===== config.mk =====
export PLATFORM = sky130hd
export DESIGN_NAME = count_seq_monitor
export DESIGN_NICKNAME = d
export VERILOG_FILES = /design/src/rtl/count_seq_monitor.sv
export SDC_FILE = /design/constraint.sdc
export NUM_CORES = 1
export LEC_CHECK = 0
export ABC_AREA = 0
export CAP_MARGIN = 25
export CORE_MARGIN = 3
export CORE_UTILIZATION = 58
export CTS_BUF_LIST = sky130_fd_sc_hd__clkbuf_4
export DETAILED_ROUTE_END_ITERATION = 10
export PLACE_DENSITY = 0.84
export SLEW_MARGIN = 5
export SYNTH_ARGS = -nofsm -noshare
export SYNTH_HDL_FRONTEND = slang
export SYNTH_SLANG_ARGS = --single-unit

===== constraint.sdc =====
create_clock -name Clk -period 3.3 [get_ports Clk]
set_input_delay 0.66 -clock Clk [delete_from_list [all_inputs] [get_ports Clk]]
set_output_delay 0.66 -clock Clk [all_outputs]
set_load 0.005 [all_outputs]

===== src/rtl/count_seq_monitor.sv =====
// Receive-side checker for the wrapping up/down counter bus: infers count direction,
// locks after consistent steps, and flags/counts illegal samples.
module count_seq_monitor #(
   parameter int WIDTH      = 3,
   parameter int MIN_VAL    = 2,
   parameter int MAX_VAL    = 5,
   parameter int LOCK_STEPS = 3,
   parameter int ERRW       = 8
) (
   input  logic             Clk,
   input  logic             nReset,
   input  logic             Sample,
   input  logic [WIDTH-1:0] CountIn,
   input  logic             ClrErr,
   output logic             Locked,
   output logic             Dir,
   output logic             DirChange,
   output logic             SeqError,
   output logic [ERRW-1:0]  ErrCount
);

   localparam logic [WIDTH-1:0] MinV    = WIDTH'(MIN_VAL);
   localparam logic [WIDTH-1:0] MaxV    = WIDTH'(MAX_VAL);
   localparam int               STEPW   = $clog2(LOCK_STEPS + 1);
   localparam logic [STEPW-1:0] LockCnt = STEPW'(LOCK_STEPS);
   localparam logic [ERRW-1:0]  ErrMax  = '1;

   typedef enum logic [1:0] {
      EMPTY  = 2'd0,
      ACQ    = 2'd1,
      LOCKED = 2'd2
   } stateT;

   stateT             state, stateNext;
   logic [WIDTH-1:0]  prev, prevNext;
   logic [STEPW-1:0]  stepCnt, stepNext, stepInc;
   logic              cand, candNext;
   logic              dirNext, dirChangeNext, errEvent;
   logic [ERRW-1:0]   errNext;
   logic              inRange, isHold, isUp, isDn;
   logic [WIDTH-1:0]  nxtUp, nxtDn;

   // Classify the incoming sample against the last accepted value, including wrap steps.
   always_comb begin
      inRange = (CountIn >= MinV) && (CountIn <= MaxV);
      nxtUp   = (prev == MaxV) ? MinV : prev + WIDTH'(1);
      nxtDn   = (prev == MinV) ? MaxV : prev - WIDTH'(1);
      isHold  = inRange && (CountIn == prev);
      isUp    = inRange && (CountIn == nxtUp);
      isDn    = inRange && (CountIn == nxtDn);
   end

   // Next-state logic; an opposite step during acquisition restarts the run at one.
   always_comb begin
      stateNext     = state;
      prevNext      = prev;
      stepNext      = stepCnt;
      candNext      = cand;
      dirNext       = Dir;
      dirChangeNext = 1'b0;
      errEvent      = 1'b0;
      stepInc       = '0;
      if (Sample) begin
         unique case (state)
            EMPTY: begin
               if (inRange) begin
                  prevNext  = CountIn;
                  stepNext  = '0;
                  stateNext = ACQ;
               end else begin
                  errEvent = 1'b1;
               end
            end
            ACQ: begin
               if (isHold) begin
                  stateNext = ACQ;
               end else if (isUp || isDn) begin
                  prevNext = CountIn;
                  candNext = isUp;
                  if ((stepCnt == '0) || (isUp == cand)) begin
                     stepInc = stepCnt + STEPW'(1);
                  end else begin
                     stepInc = STEPW'(1);
                  end
                  if (stepInc >= LockCnt) begin
                     stateNext = LOCKED;
                     dirNext   = isUp;
                     stepNext  = '0;
                  end else begin
                     stepNext = stepInc;
                  end
               end else begin
                  errEvent = 1'b1;
                  stepNext = '0;
                  if (inRange) begin
                     prevNext = CountIn;
                  end else begin
                     stateNext = EMPTY;
                  end
               end
            end
            LOCKED: begin
               if (isHold) begin
                  stateNext = LOCKED;
               end else if (isUp || isDn) begin
                  prevNext = CountIn;
                  if (isUp != Dir) begin
                     dirNext       = isUp;
                     dirChangeNext = 1'b1;
                  end
               end else begin
                  errEvent = 1'b1;
                  stepNext = '0;
                  if (inRange) begin
                     prevNext  = CountIn;
                     stateNext = ACQ;
                  end else begin
                     stateNext = EMPTY;
                  end
               end
            end
            default: stateNext = EMPTY;
         endcase
      end
   end

   // A clear coinciding with an error leaves the count at one so that error is not lost.
   always_comb begin
      errNext = ErrCount;
      if (errEvent) begin
         if (ClrErr) begin
            errNext = ERRW'(1);
         end else if (ErrCount != ErrMax) begin
            errNext = ErrCount + ERRW'(1);
         end
      end else if (ClrErr) begin
         errNext = '0;
      end
   end

   // State and registered outputs.
   always_ff @(posedge Clk or negedge nReset) begin
      if (!nReset) begin
         state     <= EMPTY;
         prev      <= MinV;
         stepCnt   <= '0;
         cand      <= 1'b1;
         Locked    <= 1'b0;
         Dir       <= 1'b1;
         DirChange <= 1'b0;
         SeqError  <= 1'b0;
         ErrCount  <= '0;
      end else begin
         state     <= stateNext;
         prev      <= prevNext;
         stepCnt   <= stepNext;
         cand      <= candNext;
         Locked    <= (stateNext == LOCKED);
         Dir       <= dirNext;
         DirChange <= dirChangeNext;
         SeqError  <= errEvent;
         ErrCount  <= errNext;
      end
   end

endmodule

Yosys cells after proc, flatten, opt, wreduce, memory -nomap -nowiden
Index checks and enable logic that the tools add are counted.

storage, ports and cells
  word-level logic and storage cells = 105
  bits in registers = 20
  bits in latches = 0
  memory bits (writable) = 0
  memory bits (read-only) = 0
  memories = 0

operators by class
  add/sub/neg operators = 4
  divide/modulo/power cells = 0
  $mul = 0
  $lt $le $gt $ge = 3
  shift-type cells = 0
  muxes and demuxes = 49
  reductions and logical operators = 19
  eq/ne operators = 20
  bitwise gates (word level) = 1

operators by type and width
  kind                 number
  $mux 2               19
  $mux 8               4
  $ne 2x2->1 const B   9
  $mux 1               16
  $mux 3               5
  $pmux 2 s3           2
  $eq 3x3->1           3
  $add 8x1->8 const B  1
  $ne 8x8->1 const B   1
  $reduce_and 8->1     1
  $reduce_bool 2->1    4
  $pmux 3 s2           1
  $reduce_and 6->1     1
  $eq 2x2->1 const B   2
  $logic_and 1x1->1    4
  $logic_not 2->1      2
  $pmux 1 s2           2
  $reduce_and 4->1     1
  $add 3x1->3 const B  1
  $eq 3x2->1 const B   1
  $eq 3x3->1 const B   1
  $ge 3x2->1 const B   1
  $le 3x3->1 const B   1
  $reduce_and 3->1     1
  other kinds (11)     12

Depth between registers and ports, before layout
Gate-level depths: netlist of the first run.

  depth in word-level cells = 18
  depth in mapped cells = 10
  depth with buffers taken out = 9

Worst setup path before layout of the first run
Ideal clock, no wire load.

  path type = input-to-reg
  start = in CountIn[1]
  end = reg ErrCount[1]
  path buffers = 2
  required time = 3.182 ns
  arrival = 2.367 ns
  path slack = 0.815 ns
  stages = 8
  cell sequence = clkbuf_2 or4bb_2 a21o_2 nand4_1 a2bb2oi_2 buf_6 mux2i_1 nor2_1

between the ends
  cells in the longest elaborated chain, start to end = 10
  elaborated cells on any way between the ends = 18

ends and longest elaborated chain
  element                                          line     source
  start, declared                                  13       input logic [WIDTH-1:0] CountIn,
  $ge 3x2->1 / $le 3x3->1 (equally long branches)  45       inRange = (CountIn >= MinV) && (CountIn <= MaxV);
  $logic_and 1x1->1                                45
  $logic_and 1x1->1, on equally long branches      49, 50
  $logic_or 1x1->1                                 77, 105
  $mux 1                                           77, 105
  $mux 1                                           75       if (isHold) begin
  $pmux 1 s2 *                                     64       unique case (state)
  $mux 1 *                                         63       if (Sample) begin
  $reduce_bool 2->1 (no source line)               n/a
  $reduce_and 2->1 (no source line)                n/a
  end signal, assigned                             162      ErrCount <= errNext;
  end, declared                                    19       output logic [ERRW-1:0] ErrCount

Every way passes the cells marked *; elsewhere a longest branch is shown, timed or not.
A chain may end at the register's enable or synchronous reset.

==> metrics.yaml, run 1 <==
power_and_ir_drop:
  power_density_nw_per_um2: 605
  irDropWorstVdd_mv: 0.515
  leakage_nw: 0.758
  power.total_mw: 1.09
grt:
  grt_overflow: 0
  antenna_found_initial: 0
  grt_use_total: 0.209
  grt_pass1_wl_um: 5530
  grt_max_degree: 21
  grt_pass1_vias: 1296
floorplanning:
  io_pins: 19
  core_area_um2: 2540
  rows: 18
  dieHeight_um: 58.2
  floorplan.die_area_um2: 3390
  initial_core_util: 0.622
  die_w_um: 58.2
clock_tree:
  cts_sinks: 20
  cts.clk_slew.worst_paths_ps: 110
  post-cts-setup-buffer-count: 0
  cts_tree: "yes"
  cts_buffers: 3
  clock_latency_ps: 310
  htreeDepth: 1
  cts.hold.buffers_added: 0
  clockBufferDepth: 2
  cts_resized: 0
  clock-root-buffer: "clkbuf_4"
cells_and_area:
  drive_gt1_frac: 0.147
  fin_nets: 215
  final_area_um2: 1800
  area_growth_pct: 13.4
  final_cell_mix: "clkdlybuf4s50_1, dfrtp_1, nand2_1"
  antennaDiodeCount: 0
  final_common_cell: "clkdlybuf4s50_1"
synthesis:
  syn_nets: 196
  synth_cell_type_count: 54
  yosysWarnings: 0
  ys_seq_elements: 20
  async_flop_share: 1.00
  synth.avg_cell_area_um2: 8.84
  synth_area_um2: 1580
  synth_seq_area_share: 0.319
  synthFlopType: "dfrtp_1"
  postSynthCellCount: 179
  synth_edf_count: 0
worst_setup_path:
  cp_data_arrival_time_ps: 3100
  path_max_fanout: 13
  endpoint_kind: "register"
  crit_path_start_kind: "register"
  cp.required_ps: 3490
  path_class: "reg -> reg"
sta:
  maxSlewViolCount: 0
  finalHoldWorstSlack_ps: 548
  fin_skew_ps: 5.18
  slew_headroom: 0.398
  worst_pin_slew_ps: 900
  final-setup-viol-count: 0
  period_share: 0.881
  final_hold_viol_count: 0
  finalSetupTns_ps: 0
  fmax_mhz: 344
  final.min_clock_period_ps: 2910
  rsz0062_at_grt: "false"
placed_design:
  io_buffers: 18
  place_hpwl_um: 2610
  gp_congestion: 0.934
  placed_area_um2: 1770
route:
  drt-initial-drc-count: 71
  ant_nets: 0
  vias: 1409
  viasPerCell: 6.21
  post_drt_wl_per_cell_um: 14.7
  drt_pass1_iterations: 4
  finalWirelength_um: 3340
  drc_errors: 0
hold_path:
  hold_class: "reg -> reg"
  hp-start: "stepCnt[1]"
run:
  max_cap_violations: 0
outcome:
  outcome: "finished, final reports clean"
[power breakdown]
part	switching (mW)	internal, mW
clock network	0.0759	0.0442
logic	0.333	0.260
registers	0.0670	0.306
total	0.476	0.611
[through the flow]
stage | setup WS (ps) | instances | util
2_1_floorplan | 815 | 179 | -
3_3_place_gp | 224 | 223 | 0.695
3_5_place_dp | 165 | 223 | 0.695
4_1_cts | 387 | 227 | 0.706
5_1_grt | 156 | 227 | 0.706
6_report | 393 | 227 | 0.706
[metal layers]
layer | track usage | share of wire | up-vias | wire [µm]
li1 | - | - | 697 | -
met1 | 0.264 | 0.44 | 667 | 1470
met2 | 0.355 | 0.50 | 39 | 1650
met3 | 0.0512 | 0.049 | 6 | 163
met4 | 0.0563 | 0.015 | 0 | 51
met5 | 0 | 0 | - | 0
[cells in the mapped netlist, types with 2 or more instances]
cell,count,share of area
nand3b_1,2,0.0095
or3_1,3,0.012
nand2_1,17,0.040
o31ai_1,4,0.019
o22ai_1,4,0.016
or4bb_2,2,0.016
and2b_2,3,0.017
nor2b_1,2,0.0079
clkbuf_1,2,0.0047
dfrtp_1,17,0.27
ha_1,10,0.079
or4_1,3,0.014
and2_2,2,0.0095
o21ai_0,10,0.032
dfstp_2,3,0.050
nand3_1,6,0.019
inv_1,11,0.026
o211a_1,2,0.013
xor2_1,3,0.017
nor3_1,3,0.0095
nor2_1,16,0.038
mux2i_1,5,0.032
a31oi_1,3,0.012
and3_1,2,0.0079
a21oi_1,11,0.035
buf_6,3,0.021
o2111ai_1,2,0.011
o21ai_1,2,0.0063
[cells by family after synthesis]
group | Yosys count | synth area share
XOR/XNOR | 3 | 0.0166
AO/OA/AOI/OAI | 52 | 0.233
flip-flops | 20 | 0.319
AND/OR/NAND/NOR | 72 | 0.266
buffers and inverters | 17 | 0.0553
multiplexers | 5 | 0.0316
adder cells (fa/ha/maj) | 10 | 0.0791
[cell type report]
| class | instances | area (µm²) |
|---|---|---|
| clock buffers | 3 | 22.5 |
| clock inverters | 1 | 3.75 |
| fillers | 186 | 749 |
| inverters | 11 | 41.3 |
| multi-input cells | 142 | 991 |
| flip-flops and latches | 20 | 504 |
| well taps | 30 | 37.5 |
| repair buffers | 20 | 195 |
[final timing paths]
path / end / cells after the start / slack (ps)
setup / recovery: ErrCount[1] / 9 / 390
hold / removal: stepCnt[1] / 2 / 550
setup reg to reg: ErrCount[1] / 9 / 390
hold reg to reg: stepCnt[1] / 2 / 550
max in group asynchronous: ErrCount[3] / 1 / 1900
min in group asynchronous: async pin / 1 / 850
[worst max-delay path: stages (launching register included)]
cell       delay, ps
dfrtp_1          440
inv_1            160
ha_1             250
or3_4            400
a2111oi_2        510
o22ai_2          160
nand4_2          160
a2bb2oi_2        430
mux2i_1          240
nor2_1            50
(Power assumes the default switching activity.)
==> run 2, diff against run 1 <==
TNS_END_PERCENT = 100   (was unset)
==> results of run 2 <==
No change in the layout: final DEF, timing and power equal those of run 1.
==> run 3, diff against run 2 <==
SKIP_LAST_GASP = 1   (was unset)
==> results of run 3 <==
No change in the layout: final DEF, timing and power equal those of run 1.
